## config.mk

```make
export PLATFORM = sky130hd
export DESIGN_NAME = atm_controller
export DESIGN_NICKNAME = d
export VERILOG_FILES = /design/src/rtl/atm_controller.sv
export SDC_FILE = /design/constraint.sdc
export NUM_CORES = 1
export LEC_CHECK = 0
export ABC_AREA = 1
export BUFFER_PORTS_ARGS = -buffer_cell sky130_fd_sc_hd__buf_2
export CORE_UTILIZATION = 45
export CTS_BUF_LIST = sky130_fd_sc_hd__clkbuf_16
export CTS_CLUSTER_DIAMETER = 150
export CTS_CLUSTER_SIZE = 20
export DETAILED_ROUTE_END_ITERATION = 10
export SYNTH_ARGS = -nofsm -noshare
export SYNTH_HDL_FRONTEND = slang
export SYNTH_SLANG_ARGS = --single-unit
```

## constraint.sdc

```tcl
create_clock -name clk -period 2.04 [get_ports clk]
set_input_delay 0.204 -clock clk [delete_from_list [all_inputs] [get_ports clk]]
set_output_delay 0.204 -clock clk [all_outputs]
set_load 0.005 [all_outputs]
```

## src/rtl/atm_controller.sv

```systemverilog
// ATM transaction controller: card session, 4-digit PIN check with 3-attempt
// lockout, and one deposit/withdrawal per session against a 64-bit balance.
module atm_controller #(
  parameter logic [15:0] PIN          = 16'h4756,
  parameter logic [63:0] BALANCE_INIT = 64'd10000
) (
  input  logic        clk,
  input  logic        rst,
  input  logic        tarjeta_recibida,
  input  logic        add_digit,
  input  logic [3:0]  digito,
  input  logic        digito_stb,
  input  logic        tipo_trans,
  input  logic        monto_stb,
  input  logic [31:0] monto,
  output logic        balance_actualizado,
  output logic        entregar_dinero,
  output logic        pin_incorrecto,
  output logic        advertencia,
  output logic        bloqueo,
  output logic        fondos_insuficientes
);

  typedef enum logic [1:0] {
    ESPERA_TARJETA = 2'd0,
    INGRESO_PIN    = 2'd1,
    ESPERA_MONTO   = 2'd2,
    BLOQUEO        = 2'd3
  } state_t;

  state_t      state_r;
  logic [63:0] balance_r;
  logic [15:0] pin_buf_r;
  logic [2:0]  digit_cnt_r;
  logic [1:0]  attempts_r;

  logic tarjeta_prev_r;
  logic add_digit_prev_r;
  logic digito_stb_prev_r;
  logic monto_stb_prev_r;

  logic        tarjeta_edge_s;
  logic        add_digit_edge_s;
  logic        digito_stb_edge_s;
  logic        monto_stb_edge_s;
  logic [63:0] monto_ext_s;

  // Rising-edge detection against the previous registered sample
  assign tarjeta_edge_s    = tarjeta_recibida & ~tarjeta_prev_r;
  assign add_digit_edge_s  = add_digit        & ~add_digit_prev_r;
  assign digito_stb_edge_s = digito_stb       & ~digito_stb_prev_r;
  assign monto_stb_edge_s  = monto_stb        & ~monto_stb_prev_r;
  assign monto_ext_s       = {32'd0, monto};

  // Session FSM, balance register, edge history and registered outputs
  always_ff @(posedge clk) begin
    if (rst) begin
      state_r              <= ESPERA_TARJETA;
      balance_r            <= BALANCE_INIT;
      pin_buf_r            <= 16'd0;
      digit_cnt_r          <= 3'd0;
      attempts_r           <= 2'd0;
      tarjeta_prev_r       <= 1'b0;
      add_digit_prev_r     <= 1'b0;
      digito_stb_prev_r    <= 1'b0;
      monto_stb_prev_r     <= 1'b0;
      balance_actualizado  <= 1'b0;
      entregar_dinero      <= 1'b0;
      pin_incorrecto       <= 1'b0;
      advertencia          <= 1'b0;
      bloqueo              <= 1'b0;
      fondos_insuficientes <= 1'b0;
    end else begin
      tarjeta_prev_r       <= tarjeta_recibida;
      add_digit_prev_r     <= add_digit;
      digito_stb_prev_r    <= digito_stb;
      monto_stb_prev_r     <= monto_stb;
      balance_actualizado  <= 1'b0;
      entregar_dinero      <= 1'b0;
      pin_incorrecto       <= 1'b0;
      fondos_insuficientes <= 1'b0;

      case (state_r)
        ESPERA_TARJETA: begin
          bloqueo <= 1'b0;
          if (tarjeta_edge_s) begin
            state_r     <= INGRESO_PIN;
            pin_buf_r   <= 16'd0;
            digit_cnt_r <= 3'd0;
            attempts_r  <= 2'd0;
          end
        end

        INGRESO_PIN: begin
          // Verification takes priority; a digit arriving on the same edge is dropped
          if (digito_stb_edge_s) begin
            pin_buf_r   <= 16'd0;
            digit_cnt_r <= 3'd0;
            if ((digit_cnt_r == 3'd4) && (pin_buf_r == PIN)) begin
              state_r <= ESPERA_MONTO;
            end else begin
              attempts_r     <= attempts_r + 2'd1;
              pin_incorrecto <= 1'b1;
              if (attempts_r == 2'd1) begin
                advertencia <= 1'b1;
              end else if (attempts_r == 2'd2) begin
                advertencia <= 1'b1;
                bloqueo     <= 1'b1;
                state_r     <= BLOQUEO;
              end
            end
          end else if (add_digit_edge_s && (digit_cnt_r != 3'd4)) begin
            pin_buf_r   <= {pin_buf_r[11:0], digito};
            digit_cnt_r <= digit_cnt_r + 3'd1;
          end
        end

        ESPERA_MONTO: begin
          if (monto_stb_edge_s) begin
            state_r     <= ESPERA_TARJETA;
            advertencia <= 1'b0;
            if (!tipo_trans) begin
              balance_r           <= balance_r + monto_ext_s;
              balance_actualizado <= 1'b1;
            end else if (monto_ext_s <= balance_r) begin
              balance_r           <= balance_r - monto_ext_s;
              balance_actualizado <= 1'b1;
              entregar_dinero     <= 1'b1;
            end else begin
              fondos_insuficientes <= 1'b1;
            end
          end
        end

        BLOQUEO: begin
          bloqueo     <= 1'b1;
          advertencia <= 1'b1;
        end

        default: begin
          state_r <= ESPERA_TARJETA;
        end
      endcase
    end
  end

endmodule
```

==> run_results.csv <==
group,metric,value,unit
floorplan,die_y,160,um
routing,dr.first_iter.drc_count,1183,
sta,period_minus_slack,2.42,ns
routing,avgRoutedWirePerCell,16.8,um
logic_synthesis,synthDistinctLibCells,46,
setup_path,worstPathArrival,2.71,ns
logic_synthesis,synth.avg_cell_area,5.44,um^2
global_routing,grt_max_degree,46,
clock_tree,tritoncts,"built",
sta,max_freq,0.413,GHz
setup_path,start_kind,"flop",
power_and_ir_drop,cellPowerDensity,703,nW/um^2
clock_tree,cts_buffers,9,
sta,hold_viol,0,
logic_synthesis,ys_seq_elements,97,
global_routing,overflow,0,
routing,drc,0,
floorplan,start_util,0.461,
setup_path,path_cells,"inv_2, ha_4, inv_2, fa_2, nand2_2, nand3_2, nand3_2, nand2_2, nand2_2, nand2_4, nand2_4, buf_4, nand4_1, nand2_2, buf_12, nor2_1, nand2_1, nand2_1, nand2_1, nor2_1",
setup_path,cpMostUsedCell,"nand2_2",
routing,firstDrtPassIters,6,
logic_synthesis,synth_top_area_share,0.217,
sta,holdWs,0.0425,ns
global_routing,grt_pass1_wl,71.8,mm
logic_synthesis,synth_area_leaders,"nand2_1, dfxtp_1, inv_1",
floorplan,row_count,57,
power_and_ir_drop,p_leak,8.73,nW
power_and_ir_drop,ir_drop,0.000686,V
logic_synthesis,synth_fp_nets,2182,
sta,final_max_slew_viol_count,0,
logic_synthesis,syn_inst,2065,
clock_tree,htree_levels,3,
place,hpwl,37.5,mm
logic_synthesis,synth-edff-count,0,
cells_and_area,nNetsFinal,2594,
clock_tree,cts.sinks,97,
cells_and_area,syn_to_final_growth,44.6,%
floorplan,die_x,160,um
setup_path,critPathMaxFanout,17,
clock_tree,path_clk_slew,0.09,ns
clock_tree,clk_path_buf_depth,2,
setup_path,crit_family,"simple AND/OR/NAND/NOR gates",
setup_path,setup.worst_path.end_class,"flop",
setup_path,slowest_stage,"fa_2",
outcome,status,"finished, violations left",
setup_path,critical_path_class,"flop to flop",
logic_synthesis,yosysWarnings,0,
floorplan,io_pins,49,
cells_and_area,diodes,0,
place,numPortBuffers,48,
power_and_ir_drop,fin_total_pwr,11.4,mW
global_routing,grt_pass1_vias,13400,
setup_path,cpPeakStageDelay,0.38,ns
flow_run,maxCapViolCount,0,
routing,vias,14400,
logic_synthesis,yosys.area.top_type,"nand2_1",
logic_synthesis,synthFlopType,"dfxtp_1",
routing,ant_nets,0,
clock_tree,cts_hold_buf,0,
routing,viasPerCell,5.12,
sta,setup_slack,-0.380,ns
floorplan,die_area,25600,um^2
logic_synthesis,synth_common_cells,"nand2_1, inv_1, nor2_1",
clock_tree,cts_root_buf,"clkbuf_16",
setup_path,required,2.33,ns
outcome,violations,"setup timing",
logic_synthesis,ys_seq_area_frac,0.173,
global_routing,antenna_found_initial,0,
logic_synthesis,syn_area,11200,um^2
clock_tree,clk_latency,0.39,ns
logic_synthesis,ys_async_sr_fraction,0,
sta,post-route-period-util,1.19,
sta,slew_headroom,0.648,
routing,wl,47.2,mm
logic_synthesis,yosysMostFrequentCell,"nand2_1",
cells_and_area,final_layout_size_suffix_gt1_frac,0.296,
global_routing,grtUsageTotal,0.363,
sta,worst_slew_pin_slew,0.528,ns
place,gp_congestion,1.04,
sta,rsz0062_at_grt,"true",
floorplan,core,24400,um^2
cells_and_area,n_fill_cell,2345,
sta,setup_viol,66,
place,dp_slack,-0.564,ns
sta,fin_skew,0.0298,ns
hold_path,min_path_type,"input port to flop",
setup_path,path_buf_inv,4,
## cells by family after synthesis
group                    after synthesis  share of synthesized area
AO/OA/AOI/OAI                        272                      0.140
XOR/XNOR                              20                     0.0156
adder cells (fa/ha/maj)               74                     0.0838
buffers and inverters                429                      0.152
flip-flops                            97                      0.173
AND/OR/NAND/NOR                     1173                      0.436
## state kept, by name, summed over array words and instances, names as in the netlist
signal and cells:
pin_incorrecto 1, advertencia 1, entregar_dinero 1, digit_cnt_r 3, tarjeta_prev_r 1, add_digit_prev_r 1, balance_r 64, balance_actualizado 1
pin_buf_r 16, monto_stb_prev_r 1, state_r 2, digito_stb_prev_r 1, bloqueo 1, attempts_r 2, fondos_insuficientes 1
## per-stage QoR
stage          instances   util  TNS [ns]  area, um^2
2_1_floorplan       2065      -     -3.19       11300
3_3_place_gp        2774  0.601    -24.82       14700
3_5_place_dp        2774  0.601    -26.23       14700
4_1_cts             2801  0.652    -16.84       15900
5_1_grt             2806  0.666    -27.65       16200
6_report            2806  0.666    -18.89       16200
## final timing paths
kind / start / slack [ns] / to / cells after the start
setup reg to reg: balance_r[0]$_SDFFE_PP0P_ / -0.38 / balance_r[44]$_SDFFE_PP0P_ / 20
hold / removal: digito_stb / 0.04 / digito_stb_prev_r$_SDFF_PP0_ / 3
hold reg to reg: pin_buf_r[8]$_SDFFE_PP0P_ / 0.48 / pin_buf_r[12]$_SDFFE_PP0P_ / 2
setup / recovery: balance_r[0]$_SDFFE_PP0P_ / -0.38 / balance_r[44]$_SDFFE_PP0P_ / 20
## timing repair
action	4_1_cts	5_1_grt
resized for setup	201	81
pin swaps	28	21
gates cloned	2	1
setup endpoints to repair	66	84
setup buffers	9	4
## layer usage
layer	track usage	wire length, um	up-vias	part of all wire
met3	0.0400	2560	139	0.054
met1	0.443	19900	6468	0.42
met5	0	0	-	0
met4	0.192	2760	0	0.058
li1	-	-	7234	-
met2	0.625	22000	533	0.47
## worst register-to-register path, delay by kind of cell (launching register included)
kind / cells / cell delay [ns]
buffers and inverters: 4 / 0.42
AND/OR/NAND/NOR: 14 / 1.08
flip-flops: 1 / 0.34
adder cells (fa/ha/maj): 2 / 0.50
## final cells by class
cell class / instances / area [um^2] / area share
Multi-Input combinational cell: 1539 / 8660 / 0.533
Clock buffer: 9 / 225 / 0.0139
Timing Repair Buffer: 460 / 3520 / 0.217
Sequential cell: 97 / 1950 / 0.120
Clock inverter: 7 / 91.3 / 0.00562
Tap cell: 324 / 405 / 0.0250
Inverter: 370 / 1390 / 0.0855
## power by group
| group | switching (mW) | internal [mW] |
|---|---|---|
| Sequential | 0.176 | 2.20 |
| Combinational | 4.13 | 2.95 |
| Clock | 1.07 | 0.894 |
## layout by cell type (no fill, tap or decap), types with 23 or more instances in the layout
cell type	count
buf_2	48
nor3_1	26
dfxtp_1	91
o21ai_0	60
inv_1	359
nand3_1	70
a21oi_1	92
nand3_2	23
nand2_1	604
nand2_2	53
nand4_1	32
ha_4	27
nor2_1	255
nor2_2	42
ha_1	42
buf_4	393
Power figures use the tool's default switching activity.
